File: config.mk
export PLATFORM = sky130hd
export DESIGN_NAME = axi_w_beat_gen
export DESIGN_NICKNAME = d
export VERILOG_FILES = /design/src/rtl/axi_w_beat_gen.sv
export SDC_FILE = /design/constraint.sdc
export NUM_CORES = 1
export LEC_CHECK = 0
export BUFFER_PORTS_ARGS = -buffer_cell sky130_fd_sc_hd__buf_2
export CAP_MARGIN = 0
export CORE_UTILIZATION = 41
export DETAILED_ROUTE_END_ITERATION = 8
export PLACE_DENSITY = 0.86
export SYNTH_ARGS = -nofsm -noshare
export SYNTH_HDL_FRONTEND = slang
export SYNTH_SLANG_ARGS = --single-unit
File: constraint.sdc
create_clock -name clk -period 3.35 [get_ports clk]
set_clock_uncertainty 0.2 [all_clocks]
set_input_delay 1.005 -clock clk [delete_from_list [all_inputs] [get_ports clk]]
set_output_delay 1.005 -clock clk [all_outputs]
set_load 0.005 [all_outputs]
File: src/rtl/axi_w_beat_gen.sv
// axi_w_beat_gen: read-side consumer of the write-data sync FIFO.
// Takes one burst descriptor (len = beats - 1) at a time and pops exactly
// len+1 beats from the FIFO head onto a W-style valid/ready channel. The
// last beat of each burst is flagged with w_last_o.
//
// Build option: define AXI_W_BEAT_GEN_BTB_EN to accept the next descriptor
// on the final beat of the current burst, giving back-to-back bursts with no
// idle cycle. With the macro undefined, descriptors are accepted only in
// IDLE, so consecutive bursts are separated by at least one bubble.
module axi_w_beat_gen #(
  parameter int DATA_WIDTH = 32,
  parameter int LEN_WIDTH  = 8
) (
  input  logic                  clk,
  input  logic                  rst,
  input  logic [LEN_WIDTH-1:0]  desc_len_i,
  input  logic                  desc_valid_i,
  output logic                  desc_ready_o,
  input  logic [DATA_WIDTH-1:0] fifo_data_i,
  input  logic                  fifo_empty_i,
  output logic                  fifo_rd_o,
  output logic [DATA_WIDTH-1:0] w_data_o,
  output logic                  w_last_o,
  output logic                  w_valid_o,
  input  logic                  w_ready_i,
  output logic                  busy_o,
  output logic [LEN_WIDTH:0]    beats_left_o
);

  localparam logic [0:0] IDLE  = 1'b0;
  localparam logic [0:0] BURST = 1'b1;

  // One extra counter bit so that len = 2**LEN_WIDTH-1 loads as a full
  // 2**LEN_WIDTH beats instead of wrapping to zero.
  localparam logic [LEN_WIDTH:0] CNT_ONE = {{LEN_WIDTH{1'b0}}, 1'b1};

  logic [0:0]         state;
  logic [LEN_WIDTH:0] cnt;
  logic               in_burst;
  logic               last_cnt;
  logic               beat;
  logic               desc_hs;
  logic [LEN_WIDTH:0] cnt_load;

  assign in_burst = (state == BURST);
  assign last_cnt = (cnt == CNT_ONE);
  assign cnt_load = {1'b0, desc_len_i} + CNT_ONE;

  // The FIFO head is presented as-is; it cannot change without a pop, so
  // data and last stay stable for as long as valid is held.
  assign w_valid_o    = in_burst & ~fifo_empty_i;
  assign w_data_o     = fifo_data_i;
  assign w_last_o     = w_valid_o & last_cnt;
  assign beat         = w_valid_o & w_ready_i;
  assign fifo_rd_o    = beat;
  assign busy_o       = in_burst;
  // cnt is zero whenever the block is idle, so it can be shown directly.
  assign beats_left_o = cnt;
  assign desc_hs      = desc_valid_i & desc_ready_o;

  // Descriptor acceptance: always in IDLE, optionally on the closing beat.
  always_comb begin
    // NOTE: every always_comb output gets a default first so no path can
    // leave it unassigned and infer a latch.
    desc_ready_o = 1'b0;
    if (!in_burst) begin
      desc_ready_o = 1'b1;
    end else begin
`ifdef AXI_W_BEAT_GEN_BTB_EN
      desc_ready_o = last_cnt & beat;
`else
      desc_ready_o = 1'b0;
`endif
    end
  end

  // Burst state and remaining-beat counter.
  always_ff @(posedge clk or posedge rst) begin
    // NOTE: sequential state uses non-blocking assignments so every flop
    // samples the pre-edge values regardless of statement order.
    if (rst) begin
      state <= IDLE;
      cnt   <= '0;
    end else begin
      case (state)
        IDLE: begin
          if (desc_hs) begin
            cnt   <= cnt_load;
            state <= BURST;
          end
        end
        BURST: begin
          if (beat) begin
            if (!last_cnt) begin
              cnt <= cnt - CNT_ONE;
            end else if (desc_hs) begin
              // Only reachable with back-to-back enabled: chain the next burst.
              cnt <= cnt_load;
            end else begin
              cnt   <= '0;
              state <= IDLE;
            end
          end
        end
        default: begin
          cnt   <= '0;
          state <= IDLE;
        end
      endcase
    end
  end

endmodule

==> impl_metrics.json, run 1 <==
{
  "status": "finished, final reports clean",
  "whs_ns": 0.385,
  "critPathKind": "flop to primary output",
  "antenna_cells": 0,
  "hold_viol": 0,
  "initial_utilization_pct": 45.4,
  "post-route-drc-count": 0,
  "antenna_found_initial": 0,
  "r2r_cells": 6,
  "drv_slew": 0,
  "die_x_um": 52.7,
  "powerDensity_nw_per_um2": 531,
  "ys_seq_area_share_pct": 23.8,
  "busiest_layer": "met2",
  "htreeDepth": 1,
  "wl_per_cell_um": 17.7,
  "final_cells": 145,
  "async_flop_share_pct": 100,
  "avgViaCountPerCell": 6.01,
  "row_count": 17,
  "start_kind": "flop",
  "syn2layout_area_growth_pct": -5.35,
  "synth_fp_nets": 170,
  "postRouteWirelength_mm": 2.57,
  "grt_max_degree": 14,
  "post_cts_buffers": 0,
  "fin_nets": 166,
  "synth_area_leaders": "dfrtp_1, buf_4, ha_1",
  "grtUsageTotal_pct": 19.5,
  "cp-startpoint": "beats_left_o[1]",
  "final_common_cell": "buf_2",
  "reg2reg_to": "beats_left_o[5]",
  "relSlewSlack_pct": 73.6,
  "fin_util_pct": 43.0,
  "clk-insertion-delay-late_ns": 0.29,
  "synth_warnings": 0,
  "drt_iter0_markers": 27,
  "crit-reg2reg-launch": "beats_left_o[1]",
  "r2r_slack_ns": 1.22,
  "peakVddDrop_uv": 259,
  "place_inst": 141,
  "cts_sinks": 10,
  "ys_types": 41,
  "mappedNetlistArea_um2": 1050,
  "cp.required_ns": 2.14,
  "fin_tns_setup_ns": 0,
  "post-dp-hpwl_mm": 2.04,
  "syn_area_per_cell_um2": 8.63,
  "critPathCapture": "w_last_o",
  "cp.arrival_ns": 1.79,
  "cts_tree": "yes",
  "gp_congestion": 0.930,
  "setup_violations": 0,
  "period_share_pct": 89.4,
  "fin_crit_ns": 2.99,
  "use_met2_pct": 33.1,
  "path_max_fanout": 4,
  "drv_cap": 0,
  "io_buffers": 26,
  "cts_hold_buf": 0,
  "tightestPinTransition_ns": 0.395,
  "firstDrtPassIters": 4,
  "clock-root-buffer": "clkbuf_4",
  "ys_ff_latch": 10,
  "use_met3_pct": 6.96,
  "fp.dieArea_um2": 2770,
  "clock.fmax_ghz": 0.334,
  "cts_resized": 0,
  "coreArea_um2": 2320,
  "io_pins": 91,
  "syn_inst": 122,
  "ys.flop_type": "dfrtp_1",
  "cts.clk_slew.worst_paths_ns": 0.08,
  "mostFrequentLayoutCells": "buf_2, dfrtp_1, inv_1",
  "grt_pass1_vias": 848,
  "antenna_left": 0,
  "synth_top_area_share_pct": 23.8,
  "synth_edf_count": 0,
  "numCtsBuffers": 3,
  "rsz0062_at_grt": "no",
  "grt.overflow.total": 0,
  "met1_usage_pct": 20.3,
  "final_layout_size_suffix_gt1_share_pct": 32.5,
  "vias": 871,
  "clockBufferDepth": 2,
  "die_h_um": 52.7,
  "cp-end-kind": "primary output",
  "p_leak_nw": 0.450,
  "grt_pass1_wl_mm": 3.89,
  "hp-class": "flop to flop",
  "synth_largest_area_cell": "dfrtp_1"
}
-- registers in the layout (all words and copies together), names as in the netlist --
name and flops:
beats_left_o 9, busy_o 1
-- through the flow --
step	power [W]	worst slack, ns	cell area, um^2
after global routing	0.000564	0.277	996
after floorplan	0.000360	0.850	1050
after global placement	0.000401	0.613	960
after CTS	0.000520	0.384	996
after detailed placement	0.000408	0.585	960
final	0.000529	0.355	996
-- layout make-up --
| class | instances | area (um^2) |
|---|---|---|
| Fill cell | 224 | 1320 |
| Multi-Input combinational cell | 69 | 514 |
| Sequential cell | 10 | 250 |
| Timing Repair Buffer | 26 | 130 |
| Clock buffer | 4 | 36.3 |
| Tap cell | 28 | 35.0 |
| Inverter | 8 | 30.0 |
-- how the worst min path moves through the flow --
stage | startpoint | to | slack, ns | depth (start not counted)
2_1_floorplan | beats_left_o[5] | beats_left_o[5] | 0.34 | 1
3_3_place_gp | beats_left_o[5] | beats_left_o[5] | 0.35 | 1
3_5_place_dp | beats_left_o[5] | beats_left_o[5] | 0.36 | 1
4_1_cts | beats_left_o[5] | beats_left_o[5] | 0.38 | 1
5_1_grt | beats_left_o[5] | beats_left_o[5] | 0.42 | 1
6_report | beats_left_o[5] | beats_left_o[5] | 0.38 | 1
-- Yosys cell counts (2+ instances only) --
master and count:
buf_4 33, o21ai_1 2, buf_2 2, o21ai_0 4, inv_1 7, nor3b_1 2
o221a_1 2, a22o_1 4, a21o_1 2, nand2_1 6, xor2_1 3, a21oi_1 3
nand4_1 2, o32ai_1 2, ha_1 3, xnor2_1 2, o22ai_1 2, nor3_1 4
nor2_1 3, a211o_1 2, nand3_1 3, dfrtp_1 10
-- where the power goes --
| part | switching, W | total [W] | leakage, nW | internal (W) |
|---|---|---|---|---|
| combinational | 0.0000849 | 0.000182 | 0.320 | 0.0000968 |
| clock | 0.0000539 | 0.000120 | 0.0210 | 0.0000663 |
| sequential | 0.0000685 | 0.000227 | 0.109 | 0.000158 |
-- kinds of logic (layout without fill, tap and decap cells) --
family | count (synthesis) | after routing | share of synthesized area [%]
simple gates | 34 | 34 | 21.2
flops | 10 | 10 | 23.8
xor+xnor | 5 | 5 | 4.16
buf+inv | 43 | 38 | 27.3
compound gates | 27 | 27 | 20.0
fa+ha+maj | 3 | 3 | 3.57
-- layer usage --
| layer | share of wire (%) | vias up | wire (um) |
|---|---|---|---|
| met5 | 0 | - | 0 |
| met4 | 3.7 | 0 | 95 |
| met3 | 12 | 15 | 303 |
| met2 | 49 | 71 | 1270 |
| met1 | 35 | 390 | 908 |
| li1 | - | 395 | - |
-- worst max-delay path, stage by stage, from the launching register on --
cell and delay, ns:
dfrtp_1 0.41, inv_1 0.11, ha_1 0.19, nor4b_4 0.32, nand2_1 0.16, nor3_1 0.16, buf_2 0.15
Note: power is estimated with default switching activity, not from simulation.
==> run 2, diff against run 1 <==
--- a/config.mk
+++ b/config.mk
@@ -10,5 +10,5 @@
 export CORE_UTILIZATION = 41
 export DETAILED_ROUTE_END_ITERATION = 8
-export PLACE_DENSITY = 0.86
+export PLACE_DENSITY = 0.85
 export SYNTH_ARGS = -nofsm -noshare
 export SYNTH_HDL_FRONTEND = slang
==> constraint.sdc (replaced) <==
create_clock -name clk -period 3.35 [get_ports clk]
set_clock_uncertainty 0.2 [all_clocks]
set_input_delay 0.67 -clock clk [delete_from_list [all_inputs] [get_ports clk]]
set_output_delay 0.67 -clock clk [all_outputs]
set_load 0.005 [all_outputs]
==> impl_metrics.json, run 2 (synthesis results as in run 1) <==
{
  "status": "finished, final reports clean",
  "nFillCells": 238,
  "r2r_cells": 6,
  "cts_resized": 0,
  "relSlewSlack_pct": 73.1,
  "setup_violations": 0,
  "syn2layout_area_growth_pct": -5.35,
  "cts_tree": "yes",
  "post-route-drc-count": 0,
  "fin_tns_setup_ns": 0,
  "final_layout_size_suffix_gt1_share_pct": 32.5,
  "post_cts_buffers": 0,
  "crit_chain": "inv_1 > ha_1 > nor4b_4 > nand2_1 > nor3_1 > buf_2",
  "wl_per_cell_um": 16.5,
  "grt_max_degree": 14,
  "fin_crit_ns": 2.56,
  "post-dp-hpwl_mm": 1.87,
  "numCtsBuffers": 3,
  "period_share_pct": 76.4,
  "start_kind": "flop",
  "peakVddDrop_uv": 246,
  "gp_congestion": 0.951,
  "critPathKind": "flop to primary output",
  "htreeDepth": 1,
  "cp-end-kind": "primary output",
  "fin_nets": 166,
  "die_x_um": 52.7,
  "hold_viol": 0,
  "io_pins": 91,
  "cts_sinks": 10,
  "crit-reg2reg-launch": "beats_left_o[1]",
  "clockBufferDepth": 2,
  "r2r_slack_ns": 1.26,
  "powerDensity_nw_per_um2": 532,
  "fp.dieArea_um2": 2770,
  "cts.clk_slew.worst_paths_ns": 0.07,
  "hp-class": "input pin to asynchronous set/reset pin",
  "drt_iter0_markers": 40,
  "path_max_fanout": 4,
  "p_leak_nw": 0.450,
  "clock-root-buffer": "clkbuf_4",
  "grtUsageTotal_pct": 19.5,
  "grt.overflow.total": 0,
  "cp.arrival_ns": 1.69,
  "clock.fmax_ghz": 0.391,
  "antenna_found_initial": 0,
  "fin_util_pct": 43.0,
  "cp.required_ns": 2.48,
  "postRouteWirelength_mm": 2.39,
  "clk-insertion-delay-late_ns": 0.28,
  "avgViaCountPerCell": 6.10,
  "grt_pass1_vias": 884,
  "row_count": 17,
  "drv_cap": 0,
  "reg2reg_to": "beats_left_o[5]",
  "worst_path_largest_cell_delay_ns": 0.41,
  "largest_register_ffs": 9,
  "final_common_cell": "buf_2",
  "drv_slew": 0,
  "cts_hold_buf": 0,
  "firstDrtPassIters": 4,
  "initial_utilization_pct": 45.4,
  "rsz0062_at_grt": "no",
  "antenna_left": 0,
  "antenna_cells": 0,
  "tightestPinTransition_ns": 0.403,
  "coreArea_um2": 2320,
  "vias": 885,
  "mostFrequentLayoutCells": "buf_2, dfrtp_1, inv_1",
  "grt_pass1_wl_mm": 3.97,
  "die_h_um": 52.7,
  "io_buffers": 26,
  "cpMaxStageDelayCell": "dfrtp_1"
}
==> run 2: cell counts in the layout (fill, tap and decap cells not counted) <==
No cell type changed its count.
==> run 2: area by class of cell <==
type,instances,area (um^2),share of cell area [%]
well taps,28,35.0,3.52
flip-flops and latches,10,250,25.1
clock buffers,4,36.3,3.64
repair buffers,26,130,13.1
multi-input cells,69,514,51.6
inverters,8,30.0,3.02
==> run 2: worst max-delay path by stage <==
stage / startpoint / to / cells past startpoint
6_report: beats_left_o[1] / w_last_o / 6
5_1_grt: beats_left_o[1] / w_last_o / 6
4_1_cts: beats_left_o[1] / w_last_o / 6
3_5_place_dp: beats_left_o[1] / w_last_o / 6
3_3_place_gp: beats_left_o[1] / w_last_o / 6
2_1_floorplan: beats_left_o[1] / w_last_o / 5
==> run 2: power breakdown <==
part | internal [W] | switching [W]
logic | 0.0000966 | 0.0000867
clock network | 0.0000662 | 0.0000474
registers | 0.000158 | 0.0000747
total | 0.000321 | 0.000209
==> run 2: layer usage <==
layer | wire length (um) | global-route usage [%] | vias up
met2 | 1090 | 31.2 | 64
met4 | 188 | 18.4 | 0
met5 | 0 | 0 | -
met1 | 897 | 21.3 | 402
met3 | 219 | 3.19 | 25
li1 | - | - | 394
==> run 2: worst max-delay path, delay by kind of cell, from the launching register on <==
family / cells / cell delay [ns]
simple gates: 3 / 0.58
flops: 1 / 0.41
buf+inv: 2 / 0.24
fa+ha+maj: 1 / 0.18
==> run 2: per-stage QoR <==
stage | worst slack [ns] | instance area [um^2] | hold WS, ns | total power [W] | cells
final | 0.792 | 996 | 0.164 | 0.000530 | 145
after global routing | 0.627 | 996 | 0.216 | 0.000560 | 145
after CTS | 0.784 | 996 | 0.185 | 0.000526 | 145
after detailed placement | 1.06 | 960 | 0.379 | 0.000416 | 141
after global placement | 1.15 | 960 | 0.355 | 0.000400 | 141
after floorplan | 1.30 | 1050 | 0.310 | 0.000360 | 122
